`config.mk`:
```
export PLATFORM = sky130hd
export DESIGN_NAME = stream_prefetcher
export DESIGN_NICKNAME = d
export VERILOG_FILES = /design/src/rtl/stream_prefetcher.sv
export SDC_FILE = /design/constraint.sdc
export NUM_CORES = 1
export LEC_CHECK = 0
export BUFFER_PORTS_ARGS = -buffer_cell sky130_fd_sc_hd__buf_2
export CORE_AREA = 4 4 322 324
export DETAILED_ROUTE_END_ITERATION = 10
export DIE_AREA = 0 0 326 328
export GPL_TIMING_DRIVEN = 0
export PLACE_DENSITY_LB_ADDON = 0.12
export SETUP_SLACK_MARGIN = 0.4
export SKIP_CTS_REPAIR_TIMING = 1
export SLEW_MARGIN = 25
export SYNTH_ARGS = -nofsm -noshare
export SYNTH_HDL_FRONTEND = slang
export SYNTH_SLANG_ARGS = --single-unit
```
`constraint.sdc`:
```
create_clock -name clk -period 30 [get_ports clk]
set_clock_uncertainty 0.1 [all_clocks]
set_input_delay 3 -clock clk [delete_from_list [all_inputs] [get_ports clk]]
set_output_delay 3 -clock clk [all_outputs]
set_load 0.005 [all_outputs]
```
`src/rtl/stream_prefetcher.sv`:
```
// Next-line stream prefetcher between an upstream line requester and memory.
// Keeps a circular buffer of consecutive lines ahead of the last demand address.
module stream_prefetcher #(
  parameter int ENTRIES    = 4,
  parameter int LINE_BYTES = 32,
  parameter int ADDR_W     = 32
) (
  input  logic                    clk,
  input  logic                    rst,
  input  logic                    pf_en,
  input  logic                    up_read,
  input  logic [ADDR_W-1:0]       up_addr,
  output logic                    up_resp,
  output logic [8*LINE_BYTES-1:0] up_rdata,
  output logic                    dfp_read,
  output logic [ADDR_W-1:0]       dfp_addr,
  output logic                    dfp_write,
  output logic [8*LINE_BYTES-1:0] dfp_wdata,
  input  logic [8*LINE_BYTES-1:0] dfp_rdata,
  input  logic                    dfp_resp
);

  localparam int LW  = 8 * LINE_BYTES;
  localparam int PW  = $clog2(ENTRIES);
  localparam int CW  = PW + 1;
  localparam int OFF = $clog2(LINE_BYTES);

  localparam logic [ADDR_W-1:0] LINE  = ADDR_W'(LINE_BYTES);
  localparam logic [ADDR_W-1:0] AMASK = ~(LINE - 1'b1);
  localparam logic [CW-1:0]     FULL  = CW'(ENTRIES);

  localparam logic [2:0] S_IDLE   = 3'd0;
  localparam logic [2:0] S_PF     = 3'd1;
  localparam logic [2:0] S_DEMAND = 3'd2;
  localparam logic [2:0] S_DRAIN  = 3'd3;
  localparam logic [2:0] S_HIT    = 3'd4;

  logic [2:0]        state_q, state_d;
  logic [PW-1:0]     head_q, head_d;
  logic [CW-1:0]     count_q, count_d;
  logic [ADDR_W-1:0] base_q, base_d;
  logic [ADDR_W-1:0] pf_addr_q, pf_addr_d;
  logic              sv_q, sv_d;
  logic [LW-1:0]     buf_q [ENTRIES];

  logic              wr_en;
  logic [PW-1:0]     wr_idx;
  logic [ADDR_W-1:0] req_line;
  logic [ADDR_W-1:0] next_pf;
  logic              sv;
  logic              hit;
  logic              pf_take;
  logic              full;

  assign req_line = up_addr & AMASK;
  assign next_pf  = base_q + (ADDR_W'(count_q) << OFF);
  // Dropping pf_en invalidates the stream in the same cycle.
  assign sv       = sv_q & pf_en;
  assign full     = (count_q == FULL);
  assign hit      = up_read & sv & (count_q != '0) & (req_line == base_q);
  assign pf_take  = up_read & sv & (count_q == '0) & (req_line == pf_addr_q);
  assign wr_idx   = head_q + count_q[PW-1:0];

  assign dfp_write = 1'b0;
  assign dfp_wdata = '0;

  always_comb begin
    state_d   = state_q;
    head_d    = head_q;
    count_d   = count_q;
    base_d    = base_q;
    pf_addr_d = pf_addr_q;
    sv_d      = sv;
    wr_en     = 1'b0;
    up_resp   = 1'b0;
    up_rdata  = dfp_rdata;
    dfp_read  = 1'b0;
    dfp_addr  = pf_addr_q;
    unique case (state_q)
      S_IDLE: begin
        if (up_read) begin
          state_d = hit ? S_HIT : S_DEMAND;
        end else if (sv && !full) begin
          state_d   = S_PF;
          pf_addr_d = next_pf;
        end
      end
      S_HIT: begin
        up_resp  = 1'b1;
        up_rdata = buf_q[head_q];
        head_d   = head_q + 1'b1;
        count_d  = count_q - 1'b1;
        base_d   = base_q + LINE;
        state_d  = S_IDLE;
      end
      S_PF: begin
        dfp_read = 1'b1;
        if (dfp_resp) begin
          state_d = S_IDLE;
          if (pf_take) begin
            up_resp = 1'b1;
            base_d  = base_q + LINE;
          end else if (sv) begin
            wr_en   = 1'b1;
            count_d = count_q + 1'b1;
          end
        end else if (up_read && !pf_take) begin
          state_d = S_DRAIN;
        end
      end
      S_DRAIN: begin
        dfp_read = 1'b1;
        if (dfp_resp) begin
          if (!up_read)  state_d = S_IDLE;
          else if (hit)  state_d = S_HIT;
          else           state_d = S_DEMAND;
        end
      end
      S_DEMAND: begin
        dfp_read = 1'b1;
        dfp_addr = req_line;
        if (dfp_resp) begin
          up_resp = 1'b1;
          count_d = '0;
          base_d  = req_line + LINE;
          sv_d    = pf_en;
          state_d = S_IDLE;
        end
      end
      default: state_d = S_IDLE;
    endcase
  end

  always_ff @(posedge clk) begin
    if (rst) begin
      state_q   <= S_IDLE;
      head_q    <= '0;
      count_q   <= '0;
      base_q    <= '0;
      pf_addr_q <= '0;
      sv_q      <= 1'b0;
    end else begin
      state_q   <= state_d;
      head_q    <= head_d;
      count_q   <= count_d;
      base_q    <= base_d;
      pf_addr_q <= pf_addr_d;
      sv_q      <= sv_d;
    end
  end

  always_ff @(posedge clk) begin
    if (wr_en) buf_q[wr_idx] <= dfp_rdata;
  end

endmodule
```
==> results of run 1 <==
[flip-flops by register name, summed over array words and instances (netlist names), named ones only]
register   cells
sv_q           1
buf_q       1024
count_q        3
pf_addr_q     27
head_q         2
base_q        27
state_q        3
[final cells by class]
| cell class | count | area share (%) |
|---|---|---|
| sequential | 1089 | 55.65 |
| multi-input combinational | 1893 | 23.18 |
| timing repair buffer | 668 | 7.332 |
| clock buffer | 134 | 4.990 |
| buffer | 451 | 4.677 |
| tap | 1368 | 2.972 |
| clock inverter | 66 | 1.025 |
| antenna | 20 | 0.08690 |
| inverter | 13 | 0.08473 |
[stage by stage]
stage | setup slack, ns | hold slack (ns)
6_report | 20.51 | 0.4278
4_1_cts | 20.59 | 0.4285
2_1_floorplan | 7.396 | 0.3853
3_3_place_gp | -8.376 | 0.4170
3_5_place_dp | 20.60 | 0.4195
5_1_grt | 20.43 | 0.4527
[cell usage after synthesis, types with 21 or more instances]
library cell	count	area share [%]
a211oi_1	33	0.53
buf_1	35	0.28
buf_4	263	4.2
clkbuf_1	150	1.2
dfxtp_1	65	2.8
edfxtp_1	1024	65
mux4_2	256	12
nand2_1	918	7.3
nand3_1	32	0.34
nor2_1	81	0.65
xnor2_1	65	1.2
xor2_1	21	0.39
[cells in the final DEF, fill, tap and decap left out, types with 6 or more instances in the layout]
cell type,count
a31oi_1,11
buf_16,19
a21oi_1,20
nand3_1,32
conb_1,262
dfxtp_1,65
mux4_2,256
nand2_1,918
mux2i_1,10
buf_4,327
buf_6,17
clkbuf_1,170
nor2_1,79
clkinv_2,24
xor2_1,21
buf_12,11
a211oi_1,33
o21ai_0,18
buf_2,561
buf_1,29
and3_1,10
o211ai_1,17
a32oi_1,6
clkinv_1,25
bufinv_16,7
inv_1,12
nand4_1,20
edfxtp_1,1024
xnor2_1,65
diode_2,20
clkbuf_16,111
nor4_1,7
nor3_1,13
[kinds of logic (layout without fill, tap and decap cells)]
family,after synthesis,after routing,synth area share [%]
compound gates,156,156,2.414
xor+xnor,86,86,1.598
other cells,1,282,0.007958
simple gates,1113,1113,9.431
fa+ha+maj,7,7,0.2177
buf+inv,464,1332,5.799
mux,269,269,12.52
flops,1089,1089,68.01
[where the power goes]
group          switching (mW)  total, mW  internal [mW]
registers             0.00135       1.66           1.66
logic                  0.0947      0.160         0.0654
clock network           0.577       1.32          0.742
[critical path: stages]
cell,delay [ns]
clkbuf_1,0.43
xnor2_1,0.26
nand3_1,0.13
nor4_1,0.73
and3_1,0.29
clkbuf_1,0.27
a211oi_1,0.14
inv_1,0.22
clkbuf_1,0.66
buf_2,0.24
[layer usage]
| layer | global-route usage, % | up-vias | routed length (um) |
|---|---|---|---|
| li1 | - | 13390 | - |
| met1 | 29.79 | 14300 | 49360 |
| met2 | 40.41 | 1193 | 65280 |
| met3 | 6.433 | 254 | 11150 |
| met4 | 7.602 | 30 | 3907 |
| met5 | 0 | - | 206 |
[worst max path at each step]
stage           startpoint       endpoint  slack [ns]  cells past startpoint
6_report        up_addr[7]        up_resp       20.51                     10
5_1_grt         up_addr[7]        up_resp       20.43                     10
4_1_cts         up_addr[7]        up_resp       20.59                     10
3_5_place_dp    up_addr[7]        up_resp       20.60                     10
3_3_place_gp    up_addr[7]  buf_q[0][196]       -8.38                      8
2_1_floorplan  up_addr[10]    buf_q[0][0]        7.40                      8
==> results.cfg, run 1 <==
[outcome]
outcome = finished clean

[worst_setup_path]
critPathKind = in2out
worstSetupStartpointType = primary input
cp-end-kind = output port
crit_required_ns = 26.90
r2r-end = base_q[31]
worst-path-max-fanout = 10
arrival_ns = 6.39
reg2reg_depth = 15
r2r_start = state_q[2]
rrSetupSlack_ns = 24.43

[logic_synthesis]
syn_inst = 3185
synth.avg_cell_area_um2 = 14.80
synth-seq-cells = 1089
synth_edf_count = 1024
netlist_area_um2 = 47120
synth-main-ff-cell = edfxtp_1
async_flop_share_pct = 0
yosysWarnings = 0
ys_types = 70
synth_sequential_area_ratio_pct = 68.01

[placement]
place_inst = 5482
io_buffers = 555
placed_area_um2 = 54080
dpl.hpwl_mm = 95.90
place_congestion = 0.9734

[floorplan]
die_y_um = 328
die_w_um = 326
ios = 840
core_um2 = 101200
rows = 117
initial_core_util_pct = 46.59
die_area_um2 = 106900

[clocking]
cts-buffers-inserted = 110
clk_pin_slew_worst_paths_ns = 0.06
cts_tree = done
clock_tree.root_cell = clkbuf_16
clk_latency_ns = 0.69
cts.sinks = 1089
h-tree-depth = 3
cts_buffer_depth = 3

[worst_hold_path]
hp-class = reg2reg
min_from = pf_addr_q[16]
hold_end = pf_addr_q[16]
hold_depth = 2

[drt]
drtIter0Drc = 2353
postRouteAntennaNets = 0
wl_mm = 129.9
first_pass_iters = 6
wl_per_cell_um = 22.78
drc = 0
vias = 29160
vias_per_cell = 5.115

[timing]
fin_crit_ns = 9.489
rsz0062_at_grt = no
hold_viol = 0
relSlewSlack_pct = 27.62
fmax_ghz = 0.1054
setup_tns_ns = 0
final.period_utilization_pct = 31.63
report.final.slew_viol_count = 0
setup_violations = 0
worstMarginPinSlew_ns = 1.086

[grt]
grt_remaining_overflow = 0
antenna_found_initial = 45
grt_use_total_pct = 23.75
grt_pass1_wl_mm = 190.3
first_global_vias = 28810
grt_max_degree = 22

[final_layout]
final_util_pct = 56.94
fin_area_um2 = 57590
multiInputGateArea_um2 = 13350
drive_above_1_share_pct = 31.71
regArea_um2 = 32050
syn_to_final_growth_pct = 22.22
nFillCells = 8262
fin_nets = 4526
instances_no_fill = 5702

[flow_run]
cap_violations = 0

[power_and_ir_drop]
p_leak_nw = 21.46
ir_drop_mv = 0.05600
p_per_area_nw_per_um2 = 54.57
p_total_mw = 3.143
Power figures use the tool's default switching activity.
==> inputs of run 2 (changes only) <==
- CORE_AREA: 4 4 322 324 -> 4 4 328 330
- DIE_AREA: 0 0 326 328 -> 0 0 332 334
- clock period: 30 -> 7.9 ns (I/O delays scaled with it)
==> run 2 against run 1 <==
Net effect:
- first-iteration DRC count fell by 9.2%
- final cell count barely moved
- global-route usage fell by 1.4 points
- sequential power rose to 3.8 times the previous value
- largest power group unchanged
- clock power rose to 4.0 times the previous value
- worst setup slack got worse by 18 ns
- total power rose to 3.9 times the previous value
==> results.cfg, run 2 (synthesis gave the netlist of run 1 again) <==
[outcome]
outcome = finished clean

[drt]
drc = 0
wl_mm = 127.5
drtIter0Drc = 2137
vias = 29090
first_pass_iters = 5
postRouteAntennaNets = 0
wl_per_cell_um = 22.35
vias_per_cell = 5.100

[placement]
dpl.hpwl_mm = 92.24
place_congestion = 0.9046
io_buffers = 555
placed_area_um2 = 54260

[timing]
report.final.slew_viol_count = 0
final.period_utilization_pct = 70.66
worstMarginPinSlew_ns = 1.075
hold_viol = 0
setup_tns_ns = 0
setup_violations = 0
fin_crit_ns = 5.582
rsz0062_at_grt = no
fmax_ghz = 0.1791
relSlewSlack_pct = 28.32

[power_and_ir_drop]
p_per_area_nw_per_um2 = 211.0
p_leak_nw = 21.55
seq_power_share_pct = 51.5
ir_drop_mv = 0.1762
switchingPower_mw = 2.591
swShare_pct = 21.15
p_int_mw = 9.659
power_frac_comb_pct = 5.0
pwr-share-clk_pct = 43.5

[final_layout]
top_regs = buf_q: 1024 flops, base_q: 27 flops, pf_addr_q: 27 flops
fin_area_um2 = 58060
layout_commonest_cell = edfxtp_1
final_util_pct = 55.39
largest_register_ffs = 1024
final_cell_mix = edfxtp_1, nand2_1, buf_2
syn_to_final_growth_pct = 23.20
top_register = buf_q
regArea_um2 = 32050
drive_above_1_share_pct = 31.70
nFillCells = 8730
fin_nets = 4499
multiInputGateArea_um2 = 13370

[worst_setup_path]
cp-end-kind = flop
reg2reg_depth = 15
worst-path-max-fanout = 10
arrival_ns = 6.05
critPathKind = reg2reg
worstSetupStartpointType = flop
crit_required_ns = 8.37

[floorplan]
die_y_um = 334
die_w_um = 332
die_area_um2 = 110900
core_um2 = 104800
initial_core_util_pct = 44.96
ios = 840
rows = 119

[clocking]
cts-buffers-inserted = 113
clock_tree.root_cell = clkbuf_16
clk_pin_slew_worst_paths_ns = 0.06
cts_buffer_depth = 3
clk_latency_ns = 0.69
h-tree-depth = 3
cts_tree = done
cts.sinks = 1089

[grt]
grt_pass1_wl_mm = 187.8
grt_use_total_pct = 22.38
first_global_vias = 28860
grt_remaining_overflow = 0
antenna_found_initial = 43
grt_max_degree = 22

[worst_hold_path]
hp-class = in2reg
hold_depth = 1

[flow_run]
cap_violations = 0
==> run 2: cell types whose count changed in the layout (fill, tap and decap cells not counted), sizes merged <==
cell,delta
clkinvlp,-1
bufinv,+6
buf,-27
clkinv,+3
inv,-1
diode,-1
==> run 2: per-stage QoR <==
stage	power, mW	hold slack (ns)	instances	setup slack [ns]
detailed placement	7.036	0.4187	5473	2.513
CTS	12.35	0.1506	5683	2.467
floorplan	6.735	0.3853	3446	-1.000
global route	12.68	0.1799	5690	2.204
finish	12.25	0.2231	5704	2.318
global placement	7.031	0.4149	5392	-7.250
==> run 2: power groups by stage <==
stage / logic [mW] / registers [mW] / clock network (mW)
after floorplan: 0.296 / 6.44 / 0
after global placement: 0.595 / 6.44 / 0
after detailed placement: 0.600 / 6.44 / 0
final: 0.612 / 6.31 / 5.32
after global routing: 0.672 / 6.31 / 5.69
after CTS: 0.602 / 6.31 / 5.44
==> run 2: path summary, 6_finish.rpt <==
check | from | end | slack, ns
setup reg to reg | state_q[2] | base_q[31] | 2.32
hold / removal | dfp_rdata[166] | buf_q[0][166] | 0.22
hold reg to reg | pf_addr_q[30] | pf_addr_q[30] | 0.43
setup / recovery | state_q[2] | base_q[31] | 2.32
==> run 2: layer usage <==
metal | part of all wire [%] | vias to the layer above | GRT usage, %
met5 | 0.17 | - | 0
met4 | 2.9 | 30 | 6.882
met3 | 8.1 | 257 | 6.351
met2 | 49 | 1052 | 37.17
met1 | 39 | 14410 | 28.79
li1 | - | 13340 | -
==> run 2: layout make-up <==
type	instances	area share [%]
timing repair buffer	638	7.338
tap	1391	2.998
buffer	451	4.845
multi-input combinational	1893	23.03
clock buffer	137	5.114
clock inverter	73	1.297
sequential	1089	55.21
antenna	19	0.08190
inverter	13	0.08405
==> run 2: worst max-delay path: stages (launching register included) <==
cell and delay [ns]:
dfxtp_1 0.31, clkbuf_1 0.23, nor3b_1 0.44, clkbuf_1 0.54, clkbuf_1 0.53, clkbuf_1 0.65, buf_1 0.69, nand2_1 0.17
nand2_1 0.10, ha_1 0.21, inv_1 0.18, a211oi_4 0.42, o21ai_2 0.25, nor2_1 0.17, a31oi_1 0.10, or3_1 0.38
